## src/rtl/regfile_wb_sched_if.sv

```systemverilog
// Bundle of the writeback scheduler's buses, so that the scheduler and its
// neighbours connect through one port.
//   issue      : iss_valid, iss_rs1, iss_rs2, iss_rd, iss_wen, iss_long -> iss_stall
//   ALU wb     : alu_we, alu_wa, alu_wd -> alu_hold
//   long unit  : lu_valid, lu_wa, lu_wd -> lu_ready
//   regfile    : rf_we, rf_wa, rf_wd (driven by the scheduler)
// The slave modport is the scheduler's view. The master modport is the view
// of the surrounding pipeline.
interface regfile_wb_sched_if #(
    parameter int DATA_WIDTH = 32,
    parameter int RD_WIDTH   = 5
);
    logic                  iss_valid;
    logic [RD_WIDTH-1:0]   iss_rs1;
    logic [RD_WIDTH-1:0]   iss_rs2;
    logic [RD_WIDTH-1:0]   iss_rd;
    logic                  iss_wen;
    logic                  iss_long;
    logic                  iss_stall;

    logic                  alu_we;
    logic [RD_WIDTH-1:0]   alu_wa;
    logic [DATA_WIDTH-1:0] alu_wd;
    logic                  alu_hold;

    logic                  lu_valid;
    logic [RD_WIDTH-1:0]   lu_wa;
    logic [DATA_WIDTH-1:0] lu_wd;
    logic                  lu_ready;

    logic                  rf_we;
    logic [RD_WIDTH-1:0]   rf_wa;
    logic [DATA_WIDTH-1:0] rf_wd;

    modport slave (
        input  iss_valid, iss_rs1, iss_rs2, iss_rd, iss_wen, iss_long,
        output iss_stall,
        input  alu_we, alu_wa, alu_wd,
        output alu_hold,
        input  lu_valid, lu_wa, lu_wd,
        output lu_ready,
        output rf_we, rf_wa, rf_wd
    );

    modport master (
        output iss_valid, iss_rs1, iss_rs2, iss_rd, iss_wen, iss_long,
        input  iss_stall,
        output alu_we, alu_wa, alu_wd,
        input  alu_hold,
        output lu_valid, lu_wa, lu_wd,
        input  lu_ready,
        input  rf_we, rf_wa, rf_wd
    );
endinterface

```

## src/rtl/regfile_wb_sched.sv

```systemverilog
// Writeback scheduler and scoreboard for the register file's single write
// port. It merges the single-cycle ALU writeback stream with the writeback
// stream from the long-latency unit, and produces one registered write. The
// long-unit results pass through a 2-entry in-order FIFO. The ALU has
// priority. A starvation guard holds the ALU for one cycle, so that a full
// FIFO cannot wait forever. Registers that have a long write outstanding are
// tracked in a pending vector. Issue stalls on RAW and WAW hazards against
// those registers, and also when the count of outstanding long writes is at
// its limit.
// Ports:
//   clk, rst_n : clock (rising edge), asynchronous active-low reset
//   bus        : regfile_wb_sched_if.slave (issue, ALU wb, long-unit wb, rf write)
module regfile_wb_sched #(
    parameter int DATA_WIDTH = 32,
    parameter int RD_WIDTH   = 5,
    parameter int MAX_OUT    = 4,
    parameter int STARVE_LIM = 8
) (
    input  logic                  clk,
    input  logic                  rst_n,
    regfile_wb_sched_if.slave     bus
);
    localparam int NREG = 1 << RD_WIDTH;
    localparam int CW   = $clog2(MAX_OUT + 1);
    localparam int SW   = $clog2(STARVE_LIM + 1);
    // x0 is hardwired, so its pending bit is masked off on every update.
    localparam logic [NREG-1:0] NO_X0 = {{(NREG-1){1'b1}}, 1'b0};

    logic [NREG-1:0]       pending;
    logic [CW-1:0]         cnt;
    logic [RD_WIDTH-1:0]   fifo_wa [2];
    logic [DATA_WIDTH-1:0] fifo_wd [2];
    logic                  wr_ptr;
    logic                  rd_ptr;
    logic [1:0]            fcnt;
    logic [SW-1:0]         starve;

    logic                  fifo_full;
    logic                  fifo_empty;
    logic                  push;
    logic                  pop;
    logic                  alu_sel;
    logic [RD_WIDTH-1:0]   head_wa;
    logic [DATA_WIDTH-1:0] head_wd;
    logic                  set_en;
    logic                  dec_en;
    logic                  stall;
    logic [NREG-1:0]       set_mask;
    logic [NREG-1:0]       clr_mask;

    assign fifo_full  = (fcnt == 2'd2);
    assign fifo_empty = (fcnt == 2'd0);
    assign head_wa    = fifo_wa[rd_ptr];
    assign head_wd    = fifo_wd[rd_ptr];

    // lu_ready uses the current occupancy only. A pop in this cycle does not
    // free a slot for a push in the same cycle.
    assign bus.lu_ready = !fifo_full;
    assign push         = bus.lu_valid && !fifo_full;

    // The ALU wins the write port unless it is held. A pop needs an entry that
    // is already stored in the FIFO.
    assign alu_sel = bus.alu_we && !bus.alu_hold;
    assign pop     = !alu_sel && !fifo_empty;

    assign stall = bus.iss_valid &&
                   (pending[bus.iss_rs1] || pending[bus.iss_rs2] ||
                    (bus.iss_wen && pending[bus.iss_rd]) ||
                    (bus.iss_long && (cnt == CW'(MAX_OUT))));
    assign bus.iss_stall = stall;

    assign set_en = bus.iss_valid && !stall && bus.iss_long &&
                    bus.iss_wen && (bus.iss_rd != '0);
    // An x0 long entry never counted as outstanding, so popping it leaves cnt as it is.
    assign dec_en = pop && (head_wa != '0) && (cnt != '0);

    always_comb begin
        set_mask = '0;
        clr_mask = '0;
        set_mask[bus.iss_rd] = set_en;
        clr_mask[head_wa]    = pop;
    end

    // Scoreboard. A set and a clear of the same bit cannot happen together,
    // because the WAW check blocks that issue.
    always_ff @(posedge clk or negedge rst_n) begin
        if (!rst_n) begin
            pending <= '0;
            cnt     <= '0;
        end else begin
            pending <= ((pending & ~clr_mask) | set_mask) & NO_X0;
            case ({set_en, dec_en})
                2'b10:   cnt <= cnt + CW'(1);
                2'b01:   cnt <= cnt - CW'(1);
                default: cnt <= cnt;
            endcase
        end
    end

    // FIFO control.
    always_ff @(posedge clk or negedge rst_n) begin
        if (!rst_n) begin
            wr_ptr <= 1'b0;
            rd_ptr <= 1'b0;
            fcnt   <= 2'd0;
        end else begin
            wr_ptr <= wr_ptr ^ push;
            rd_ptr <= rd_ptr ^ pop;
            case ({push, pop})
                2'b10:   fcnt <= fcnt + 2'd1;
                2'b01:   fcnt <= fcnt - 2'd1;
                default: fcnt <= fcnt;
            endcase
        end
    end

    // FIFO storage. It holds only data, and fcnt says which entries are valid.
    always_ff @(posedge clk) begin
        if (push) begin
            fifo_wa[wr_ptr] <= bus.lu_wa;
            fifo_wd[wr_ptr] <= bus.lu_wd;
        end
    end

    // Starvation guard. starve counts the cycles in which the FIFO is full and
    // nothing pops. When the count of such cycles reaches STARVE_LIM, alu_hold
    // is raised for one cycle, and that cycle pops the head.
    always_ff @(posedge clk or negedge rst_n) begin
        if (!rst_n) begin
            starve       <= '0;
            bus.alu_hold <= 1'b0;
        end else begin
            if (pop)
                starve <= '0;
            else if (fifo_full && (starve != SW'(STARVE_LIM)))
                starve <= starve + SW'(1);
            bus.alu_hold <= fifo_full && !pop && !bus.alu_hold &&
                            (starve == SW'(STARVE_LIM - 1));
        end
    end

    // Commit stage: the write port register. Writes to x0 are dropped, but
    // the x0 entry still pops from the FIFO.
    always_ff @(posedge clk or negedge rst_n) begin
        if (!rst_n) begin
            bus.rf_we <= 1'b0;
            bus.rf_wa <= '0;
            bus.rf_wd <= '0;
        end else if (alu_sel) begin
            bus.rf_we <= (bus.alu_wa != '0);
            bus.rf_wa <= bus.alu_wa;
            bus.rf_wd <= bus.alu_wd;
        end else if (pop) begin
            bus.rf_we <= (head_wa != '0);
            bus.rf_wa <= head_wa;
            bus.rf_wd <= head_wd;
        end else begin
            bus.rf_we <= 1'b0;
        end
    end
endmodule
```

## src/flat_wrapper.sv

```systemverilog
// flat-port wrapper written by rule: the top's interface ports become plain ports
module regfile_wb_sched_flat 
#(
    parameter int DATA_WIDTH = 32,
    parameter int RD_WIDTH   = 5,
    parameter int MAX_OUT    = 4,
    parameter int STARVE_LIM = 8
)
  (clk, rst_n, bus_iss_valid, bus_iss_rs1, bus_iss_rs2, bus_iss_rd, bus_iss_wen, bus_iss_long, bus_iss_stall, bus_alu_we, bus_alu_wa, bus_alu_wd, bus_alu_hold, bus_lu_valid, bus_lu_wa, bus_lu_wd, bus_lu_ready, bus_rf_we, bus_rf_wa, bus_rf_wd);
  regfile_wb_sched_if #(.DATA_WIDTH(DATA_WIDTH), .RD_WIDTH(RD_WIDTH)) bus_i ();
  input  logic clk;
  input  logic rst_n;
  input wire logic [$bits(bus_i.iss_valid)-1:0] bus_iss_valid;
  input wire logic [$bits(bus_i.iss_rs1)-1:0] bus_iss_rs1;
  input wire logic [$bits(bus_i.iss_rs2)-1:0] bus_iss_rs2;
  input wire logic [$bits(bus_i.iss_rd)-1:0] bus_iss_rd;
  input wire logic [$bits(bus_i.iss_wen)-1:0] bus_iss_wen;
  input wire logic [$bits(bus_i.iss_long)-1:0] bus_iss_long;
  output wire logic [$bits(bus_i.iss_stall)-1:0] bus_iss_stall;
  input wire logic [$bits(bus_i.alu_we)-1:0] bus_alu_we;
  input wire logic [$bits(bus_i.alu_wa)-1:0] bus_alu_wa;
  input wire logic [$bits(bus_i.alu_wd)-1:0] bus_alu_wd;
  output wire logic [$bits(bus_i.alu_hold)-1:0] bus_alu_hold;
  input wire logic [$bits(bus_i.lu_valid)-1:0] bus_lu_valid;
  input wire logic [$bits(bus_i.lu_wa)-1:0] bus_lu_wa;
  input wire logic [$bits(bus_i.lu_wd)-1:0] bus_lu_wd;
  output wire logic [$bits(bus_i.lu_ready)-1:0] bus_lu_ready;
  output wire logic [$bits(bus_i.rf_we)-1:0] bus_rf_we;
  output wire logic [$bits(bus_i.rf_wa)-1:0] bus_rf_wa;
  output wire logic [$bits(bus_i.rf_wd)-1:0] bus_rf_wd;
  assign bus_i.iss_valid = bus_iss_valid;
  assign bus_i.iss_rs1 = bus_iss_rs1;
  assign bus_i.iss_rs2 = bus_iss_rs2;
  assign bus_i.iss_rd = bus_iss_rd;
  assign bus_i.iss_wen = bus_iss_wen;
  assign bus_i.iss_long = bus_iss_long;
  assign bus_iss_stall = bus_i.iss_stall;
  assign bus_i.alu_we = bus_alu_we;
  assign bus_i.alu_wa = bus_alu_wa;
  assign bus_i.alu_wd = bus_alu_wd;
  assign bus_alu_hold = bus_i.alu_hold;
  assign bus_i.lu_valid = bus_lu_valid;
  assign bus_i.lu_wa = bus_lu_wa;
  assign bus_i.lu_wd = bus_lu_wd;
  assign bus_lu_ready = bus_i.lu_ready;
  assign bus_rf_we = bus_i.rf_we;
  assign bus_rf_wa = bus_i.rf_wa;
  assign bus_rf_wd = bus_i.rf_wd;
  regfile_wb_sched #(.DATA_WIDTH(DATA_WIDTH), .RD_WIDTH(RD_WIDTH), .MAX_OUT(MAX_OUT), .STARVE_LIM(STARVE_LIM)) u_core (.clk(clk), .rst_n(rst_n), .bus(bus_i));
endmodule
```

## config.mk

```make
export PLATFORM = sky130hd
export DESIGN_NAME = regfile_wb_sched_flat
export DESIGN_NICKNAME = d
export VERILOG_FILES = /design/src/rtl/regfile_wb_sched_if.sv /design/src/rtl/regfile_wb_sched.sv /design/src/flat_wrapper.sv
export SDC_FILE = /design/constraint.sdc
export NUM_CORES = 1
export LEC_CHECK = 0
export CORE_ASPECT_RATIO = 0.6
export CORE_UTILIZATION = 45
export DETAILED_ROUTE_END_ITERATION = 8
export PLACE_DENSITY = 0.7
export SYNTH_ARGS = -nofsm -noshare
export SYNTH_HDL_FRONTEND = slang
export SYNTH_SLANG_ARGS = --single-unit
```

## constraint.sdc

```tcl
create_clock -name clk -period 7.6 [get_ports clk]
set_input_delay 1.52 -clock clk [delete_from_list [all_inputs] [get_ports clk]]
set_output_delay 1.52 -clock clk [all_outputs]
set_load 0.1 [all_outputs]
```

Yosys cells after proc, flatten, opt, wreduce, memory -nomap -nowiden
Memory sizes are Yosys's and may differ from the RTL's.
Index checks and enable logic that the tools add are counted.
{"block": "op_classes", "muxes": 22, "order_cmp": 6, "reduce_logical": 36, "bitwise": 7, "addsub": 5, "eq_ne": 8}
{"operator": "$and 32x32->32", "count": 3}
{"operator": "$mux 32", "count": 2}
{"operator": "$not 32->32", "count": 1}
{"operator": "$or 32x32->32", "count": 1}
{"operator": "$lt 5x6->1 const B", "count": 4}
{"operator": "$logic_and 1x1->1", "count": 18}
{"operator": "$bmux 1 s5", "count": 3}
{"operator": "$reduce_bool 5->1", "count": 3}
{"operator": "$demux 1 s5", "count": 2}
{"operator": "$ge 5x1->1 const B", "count": 2}
{"operator": "$mux 5", "count": 2}
{"operator": "$mux 1", "count": 9}
{"operator": "$mux 4", "count": 2}
{"operator": "$reduce_bool 2->1", "count": 4}
{"operator": "$eq 2x2->1 const B", "count": 3}
{"operator": "$logic_not 1->1", "count": 6}
{"operator": "$pmux 3 s2", "count": 1}
{"operator": "$add 4x1->4 const B", "count": 1}
{"operator": "$eq 2x1->1 const B", "count": 2}
{"operator": "$eq 4x3->1 const B", "count": 1}
{"operator": "$ne 4x4->1 const B", "count": 1}
{"operator": "$pmux 2 s2", "count": 1}
{"operator": "$add 3x1->3 const B", "count": 1}
{"operator": "$eq 3x3->1 const B", "count": 1}
{"operator": "other kinds (7)", "count": 10}
{"block": "word_totals", "ram_bits": 74, "out_inout_bits": 41, "elab_cells": 96, "n_memories": 2, "ff_bits": 81}
{"name": "u_core.fifo_wd", "depth": 2, "width": 32, "rd": 1, "rd_clocked_by_memory_dff": 0, "write_ports": 1, "line": "regfile_wb_sched.sv:32", "source": "logic [DATA_WIDTH-1:0] fifo_wd [2];"}
{"name": "u_core.fifo_wa", "depth": 2, "width": 5, "rd": 1, "rd_clocked_by_memory_dff": 0, "write_ports": 1, "line": "regfile_wb_sched.sv:31", "source": "logic [RD_WIDTH-1:0] fifo_wa [2];"}

Logic depth before layout (Yosys ltp)
Gate-level depths: netlist of the first run.
{"block": "logic_depth", "ltp_word": 13, "mapped_depth": 14}

Worst setup path after synthesis of the first run
Ideal clock, no wire load.
{"block": "synth_timing", "path_type": "input port to output port", "start": "input port bus_iss_rd[3]", "end": "output port bus_iss_stall", "setup_slack_ns": 1.277, "arrival_ns": 4.803, "stages": 6, "t_required_ns": 6.080, "cell_sequence": "clkbuf_1 or4bb_1 o32a_1 o211ai_1 a211oi_2 a21boi_0"}
{"block": "synth_between", "elab_chain_len": 6}
{"item": "start, declared", "line": "flat_wrapper.sv:16", "source": "input wire logic [$bits(bus_i.iss_rd)-1:0] bus_iss_rd;"}
{"item": "$bmux 1 s5", "line": "regfile_wb_sched.sv:68", "source": "(bus.iss_wen && pending[bus.iss_rd]) ||"}
{"item": "$mux 1 (not written as such)", "line": "regfile_wb_sched.sv:68"}
{"item": "$logic_and 1x1->1", "line": "regfile_wb_sched.sv:68"}
{"item": "$logic_or 1x1->1", "line": "regfile_wb_sched.sv:67", "source": "(pending[bus.iss_rs1] || pending[bus.iss_rs2] ||"}
{"item": "$logic_or 1x1->1", "line": "regfile_wb_sched.sv:68"}
{"item": "$logic_and 1x1->1", "line": "regfile_wb_sched.sv:66", "source": "assign stall = bus.iss_valid &&"}
{"item": "end, declared", "line": "flat_wrapper.sv:19", "source": "output wire logic [$bits(bus_i.iss_stall)-1:0] bus_iss_stall;"}
Every way passes these cells. The select of a mux whose other input is x is not followed.

Final worst setup path of the first run
{"block": "layout_timing", "start": "input port bus_iss_rd[1]", "end": "output port bus_iss_stall"}
The elaborated chain is that of the path after synthesis.

==> metrics.txt, run 1 <==
status=finished clean; Max transition margin=25.5%; layout cell share with drive strength beyond 1=10.6%; leftover overflow at the end of global routing=0; setup repair after global routing missed its margin=false; num rows=36; final critical delay including setup and external delays=5.88 ns; detailed placer's ending HPWL=14,000 um; post-synthesis instance area=0.00752 mm2; fraction of the core area covered by cells at the end of the flow=59.0%; met1 Resource Use GR=34.0%; final worst-path cycle share=77.4%; RR Startpoint=u_core.rd_ptr$_DFF_PN0_; Post-CTS Resized=0; crit path launch type=input pin; Die Area=0.0172 mm2; share of flip-flops with an asynchronous set or reset=52.3%; worst-skew pair later-pin latency=0.42 ns; cell type with the highest aggregate area in the netlist=sky130_fd_sc_hd__edfxtp_1; most used flip-flop cell after synthesis=sky130_fd_sc_hd__dfrtp_1; number of clock buffers inserted by TritonCTS=17; layout-stage area growth over the synthesis result=27.6%; global routing usage on met3=6.31%; worst reg2reg setup slack=4.36 ns; cell types with the largest area share after synthesis=sky130_fd_sc_hd__edfxtp_1 (30%), sky130_fd_sc_hd__dfrtp_1 (27%), sky130_fd_sc_hd__mux2i_1 (7.2%); Worst Path Max Fanout=18; register clock-pin slew on the reported worst setup and hold paths=0.06 ns; core area=0.0163 mm2; Die H=102 um; CTS root buf=sky130_fd_sc_hd__clkbuf_16; Netlist cell types=57; post-CTS setup-driven buffer insertion count=0; net count reported at finish=853; DR vias=5,683; CP Data Required Time=6.08 ns; post-synthesis cell count=634; GRT Total Usage=24.0%; chip width=169 um; worst clock skew on the final layout=0.0114 ns; wire length of the first global-routing pass=30,900 um; nets in the synthesized netlist=737; crit path capture type=primary output; Hold Buf Count CTS=0; Leak=3.78 nW; Filler Cells Inserted=1,296; starting utilization of the core area=46.2%; number of DRC markers in iteration 0=439; Synth warnings=0; number of flops mapped to enable cells by yosys=74; number of antenna violations at the first check in global routing=2; met2 track utilization from global routing=36.1%; peak-usage layer in the global routing report=met2; share of the synthesized area in the top cell type=29.6%; PnR Total Power=3.62 mW; number of storage elements in the synthesis netlist=155; crit path kind=input pin to primary output; Pre-Repair DR Iteration Count=5; type of the most critical hold path=flop to flop; finished layout cell area=0.00959 mm2; commonest non-fill, non-tap cell in the layout=sky130_fd_sc_hd__clkdlybuf4s50_1; CTS H-tree depth=4; drc violations=0; accumulated negative setup slack=0 ns; wirelength, routed=19,800 um; launching instance or port of the critical path=bus_iss_rd[1]; routed len/inst=20.0 um; ratio of total power to cell area=378 mW/mm2; pin count of the biggest net entering global routing=82; most frequent cells in the layout=sky130_fd_sc_hd__clkdlybuf4s50_1 (134), sky130_fd_sc_hd__dfrtp_1 (80), sky130_fd_sc_hd__o21ai_0 (77), sky130_fd_sc_hd__edfxtp_1 (74), sky130_fd_sc_hd__nand2_1 (57); average vias per placed instance=5.73; Highest Clock Rate=0.170 GHz; clock tree from TritonCTS=done; Critical Path Sink=bus_iss_stall; RePlAce Congestion=0.901; worst-margin pin slew=1.12 ns; Final Setup Violations=0; Peak supply drop=0.000271 V; fraction of the yosys area taken by sequential cells=56.5%; Worst R2R Path Depth=12; number of violations of the max-capacitance limit=0; count of antenna-violating nets left after detailed routing=0; per-instance average area after synthesis=11.9 um2; DP Cell Count=959; number of global-route vias before repair=5,614; maximum buffer depth of the clock tree=2; final standard cell count with taps included and fillers excluded=992; capture instance of the worst register-to-register path=u_core.cnt[2]$_DFFE_PN0P_; TritonCTS Sinks=155; Ports=137; IO buf count=136; data arrival at the endpoint of the critical path=4.36 ns; post-detailed-placement cell area=0.00897 mm2; final hold viol count=0; Final Max Slew Viols=0
[cell families after synthesis]
group | after synthesis | share of synthesized area [%]
compound gates | 164 | 14.6
simple gates | 167 | 10.8
mux | 73 | 11.8
buf+inv | 58 | 3.86
xor+xnor | 10 | 1.17
fa+ha+maj | 7 | 1.27
flops | 155 | 56.5
[how the worst min path moves through the flow]
stage / from / cells after the start / end
2_1_floorplan: u_core.starve[3]$_DFFE_PN0P_ / 1 / u_core.bus.alu_hold$_DFF_PN0_
3_3_place_gp: u_core.cnt[2]$_DFFE_PN0P_ / 1 / u_core.cnt[2]$_DFFE_PN0P_
3_5_place_dp: u_core.cnt[2]$_DFFE_PN0P_ / 1 / u_core.cnt[2]$_DFFE_PN0P_
4_1_cts: u_core.cnt[2]$_DFFE_PN0P_ / 1 / u_core.cnt[2]$_DFFE_PN0P_
5_1_grt: u_core.cnt[2]$_DFFE_PN0P_ / 1 / u_core.cnt[2]$_DFFE_PN0P_
6_report: u_core.cnt[2]$_DFFE_PN0P_ / 1 / u_core.cnt[2]$_DFFE_PN0P_
[per-stage QoR]
stage / worst slack, ns / hold WS, ns
5_1_grt: 1.49 / 0.517
3_5_place_dp: 1.76 / 0.482
6_report: 1.72 / 0.499
4_1_cts: 1.74 / 0.496
3_3_place_gp: 1.74 / 0.480
2_1_floorplan: 1.28 / 0.449
[sequential cells by signal, indices dropped and copies added (netlist names)]
register,count
u_core.bus.alu_hold,1
u_core.bus.rf_wa,5
u_core.bus.rf_wd,32
u_core.bus.rf_we,1
u_core.cnt,3
u_core.fcnt,2
u_core.fifo_wa,10
u_core.fifo_wd,64
u_core.pending,31
u_core.rd_ptr,1
u_core.starve,4
u_core.wr_ptr,1
[synthesized netlist by cell type (6+ instances only)]
library cell / n
sky130_fd_sc_hd__edfxtp_1: 74
sky130_fd_sc_hd__nand3b_1: 9
sky130_fd_sc_hd__mux2_2: 6
sky130_fd_sc_hd__a21oi_1: 32
sky130_fd_sc_hd__mux2i_1: 54
sky130_fd_sc_hd__nor2_1: 49
sky130_fd_sc_hd__buf_6: 9
sky130_fd_sc_hd__nor2b_1: 15
sky130_fd_sc_hd__ha_1: 6
sky130_fd_sc_hd__mux4_2: 11
sky130_fd_sc_hd__clkbuf_1: 24
sky130_fd_sc_hd__nand2_1: 57
sky130_fd_sc_hd__or2_2: 6
sky130_fd_sc_hd__dfrtp_1: 81
sky130_fd_sc_hd__o41ai_1: 20
sky130_fd_sc_hd__o21ai_0: 77
sky130_fd_sc_hd__inv_1: 16
sky130_fd_sc_hd__o41ai_2: 10
[where the power goes]
group / leakage (nW) / switching (mW) / internal [mW] / total, mW
Sequential: 1.72 / 0.145 / 1.11 / 1.26
Clock: 0.302 / 0.392 / 0.478 / 0.870
Combinational: 1.76 / 1.05 / 0.447 / 1.50
[critical path, cell delays in order]
cell and delay, ns:
sky130_fd_sc_hd__clkdlybuf4s50_1 1.05, sky130_fd_sc_hd__nand2b_1 0.47, sky130_fd_sc_hd__nor4b_1 0.39, sky130_fd_sc_hd__o311a_1 0.23
sky130_fd_sc_hd__a211oi_2 0.07, sky130_fd_sc_hd__a21boi_0 0.29, sky130_fd_sc_hd__buf_4 0.35
[final cells by class]
class	instances	area [um2]	area share [%]
Clock buffer	17	425	4.43
Inverter	16	60.1	0.626
Timing Repair Buffer	139	1380	14.4
Antenna cell	1	2.50	0.0261
Tap cell	228	285	2.97
Sequential cell	155	4250	44.3
Clock inverter	15	194	2.02
Multi-Input combinational cell	421	3000	31.2
[per-layer routing]
layer  up-vias  part of all wire (%)  wire length (um)
li1       2603                     -                 -
met5         -                 0.066                13
met1      2802                    48              9430
met4         2                   1.7               340
met2       244                    43              8500
met3        32                   7.8              1540
(Power assumes the default switching activity.)
==> run 2: changes to the inputs <==
==> constraint.sdc (replaced) <==
create_clock -name clk -period 6.1 [get_ports clk]
set_input_delay 1.22 -clock clk [delete_from_list [all_inputs] [get_ports clk]]
set_output_delay 1.22 -clock clk [all_outputs]
set_load 0.1 [all_outputs]
==> metrics.txt, run 2 (synthesized netlist as in run 1, its figures left out) <==
status=finished clean; final critical delay including setup and external delays=5.16 ns; IO buf count=136; most frequent cells in the layout=sky130_fd_sc_hd__clkdlybuf4s50_1 (134), sky130_fd_sc_hd__dfrtp_1 (80), sky130_fd_sc_hd__o21ai_0 (77), sky130_fd_sc_hd__edfxtp_1 (74), sky130_fd_sc_hd__nand2_1 (57); max FFs per register=64; pin count of the biggest net entering global routing=78; data arrival at the endpoint of the critical path=3.94 ns; finished layout cell area=0.00963 mm2; Max transition margin=30.4%; number of global-route vias before repair=5,485; final hold viol count=0; count of antenna-violating nets left after detailed routing=0; chip width=169 um; Die H=102 um; clock tree from TritonCTS=done; average vias per placed instance=5.61; core area=0.0163 mm2; routed len/inst=19.1 um; RR Startpoint=u_core.rd_ptr$_DFF_PN0_; commonest non-fill, non-tap cell in the layout=sky130_fd_sc_hd__clkdlybuf4s50_1; Top Layer Used=met4; largest registers=u_core.fifo_wd: 64 flops, u_core.bus.rf_wd: 32 flops, u_core.pending: 31 flops; Hold Buf Count CTS=0; post-detailed-placement cell area=0.00899 mm2; detailed placer's ending HPWL=13,300 um; GRT Total Usage=23.3%; Pre-Repair DR Iteration Count=7; Sequential Area=0.00425 mm2; num rows=36; type of the most critical hold path=flop to flop; Leak=3.81 nW; TritonCTS Sinks=155; wire length of the first global-routing pass=30,100 um; number of DRC markers in iteration 0=454; ratio of total power to cell area=472 mW/mm2; RePlAce Congestion=0.897; wirelength, routed=19,000 um; Final Max Slew Viols=0; starting utilization of the core area=46.2%; net count reported at finish=856; register clock-pin slew on the reported worst setup and hold paths=0.06 ns; maximum buffer depth of the clock tree=2; Worst R2R Path Depth=11; DP Cell Count=962; Die Area=0.0172 mm2; worst reg2reg setup slack=2.69 ns; critical hold path startpoint=u_core.starve[3]$_DFFE_PN0P_; Peak supply drop=0.000356 V; Biggest register=u_core.fifo_wd; hold endpoint=u_core.bus.alu_hold$_DFF_PN0_; hold-critical path depth=1; crit path capture type=primary output; worst-skew pair later-pin latency=0.42 ns; DR vias=5,580; crit path launch type=input pin; worst-margin pin slew=1.04 ns; final worst-path cycle share=84.5%; CP Data Required Time=4.88 ns; area used by multi-input combinational logic=0.00300 mm2; Post-CTS Resized=0; drc violations=0; Worst Path Max Fanout=11; number of clock buffers inserted by TritonCTS=17; worst clock skew on the final layout=0.0101 ns; capture instance of the worst register-to-register path=u_core.cnt[2]$_DFFE_PN0P_; number of violations of the max-capacitance limit=0; CTS root buf=sky130_fd_sc_hd__clkbuf_16; Antenna Cells=0; leftover overflow at the end of global routing=0; crit path kind=input pin to primary output; Final Setup Violations=0; Ports=137; Highest Clock Rate=0.194 GHz; post-CTS setup-driven buffer insertion count=0; routed wl met3=1670 um; amount of wire on met2 after detailed routing=7960 um; layout cell share with drive strength beyond 1=11.0%; setup repair after global routing missed its margin=false; Filler Cells Inserted=1,276; number of antenna violations at the first check in global routing=0; accumulated negative setup slack=0 ns; layout-stage area growth over the synthesis result=28.2%; CTS H-tree depth=4; Met1 Wirelength=9070 um; final standard cell count with taps included and fillers excluded=994
==> run 2: cell types whose count changed in the layout (fill, tap and decap cells not counted), sizes merged <==
cell      before  now
clkinvlp       1    0
diode          1    0
clkinv         4    3
buf            5    8
bufinv         1    3
inv           25   24
clkbuf        17   18
==> run 2: worst max-delay path by stage <==
stage | start | to | slack, ns | cells past startpoint
global route | bus_iss_rd[1] | bus_iss_stall | 0.84 | 8
global placement | bus_iss_rd[1] | bus_iss_stall | 0.99 | 8
floorplan | bus_iss_rd[3] | bus_iss_stall | 0.38 | 6
detailed placement | bus_iss_rd[1] | bus_iss_stall | 0.96 | 8
CTS | bus_iss_rd[1] | bus_iss_stall | 0.95 | 8
finish | bus_iss_rd[1] | bus_iss_stall | 0.94 | 8
==> run 2: layout make-up <==
cell class	count	share of cell area (%)
clock buffer	18	4.56
inverter	16	0.624
multi-input combinational	421	31.1
tap	228	2.96
clock inverter	14	2.07
sequential	155	44.1
timing repair buffer	142	14.5
==> run 2: power by group <==
part / switching (mW) / leakage, nW / internal (mW)
Clock: 0.451 / 0.313 / 0.674
Sequential: 0.211 / 1.72 / 1.39
Combinational: 1.26 / 1.78 / 0.557
==> run 2: layer usage <==
layer,vias up,track usage (%)
met1,2715,34.3
met4,0,7.55
met2,239,33.2
met3,22,6.55
met5,-,0
li1,2604,-
==> run 2: per-stage QoR <==
step / worst slack (ns) / utilization (%) / total power [mW] / hold slack (ns)
after floorplan: 0.377 / - / 2.91 / 0.449
after global placement: 0.986 / 55.3 / 3.38 / 0.481
after detailed placement: 0.958 / 55.3 / 3.44 / 0.483
after CTS: 0.947 / 59.2 / 4.57 / 0.499
after global routing: 0.843 / 59.2 / 4.77 / 0.522
final: 0.944 / 59.2 / 4.54 / 0.502
==> run 2: critical path, stage by stage <==
cell and delay [ns]:
sky130_fd_sc_hd__clkdlybuf4s50_1 0.86, sky130_fd_sc_hd__buf_4 0.28, sky130_fd_sc_hd__mux4_2 0.50, sky130_fd_sc_hd__a22o_1 0.18
sky130_fd_sc_hd__and4_1 0.20, sky130_fd_sc_hd__a211oi_2 0.24, sky130_fd_sc_hd__a21boi_0 0.19, sky130_fd_sc_hd__buf_4 0.27
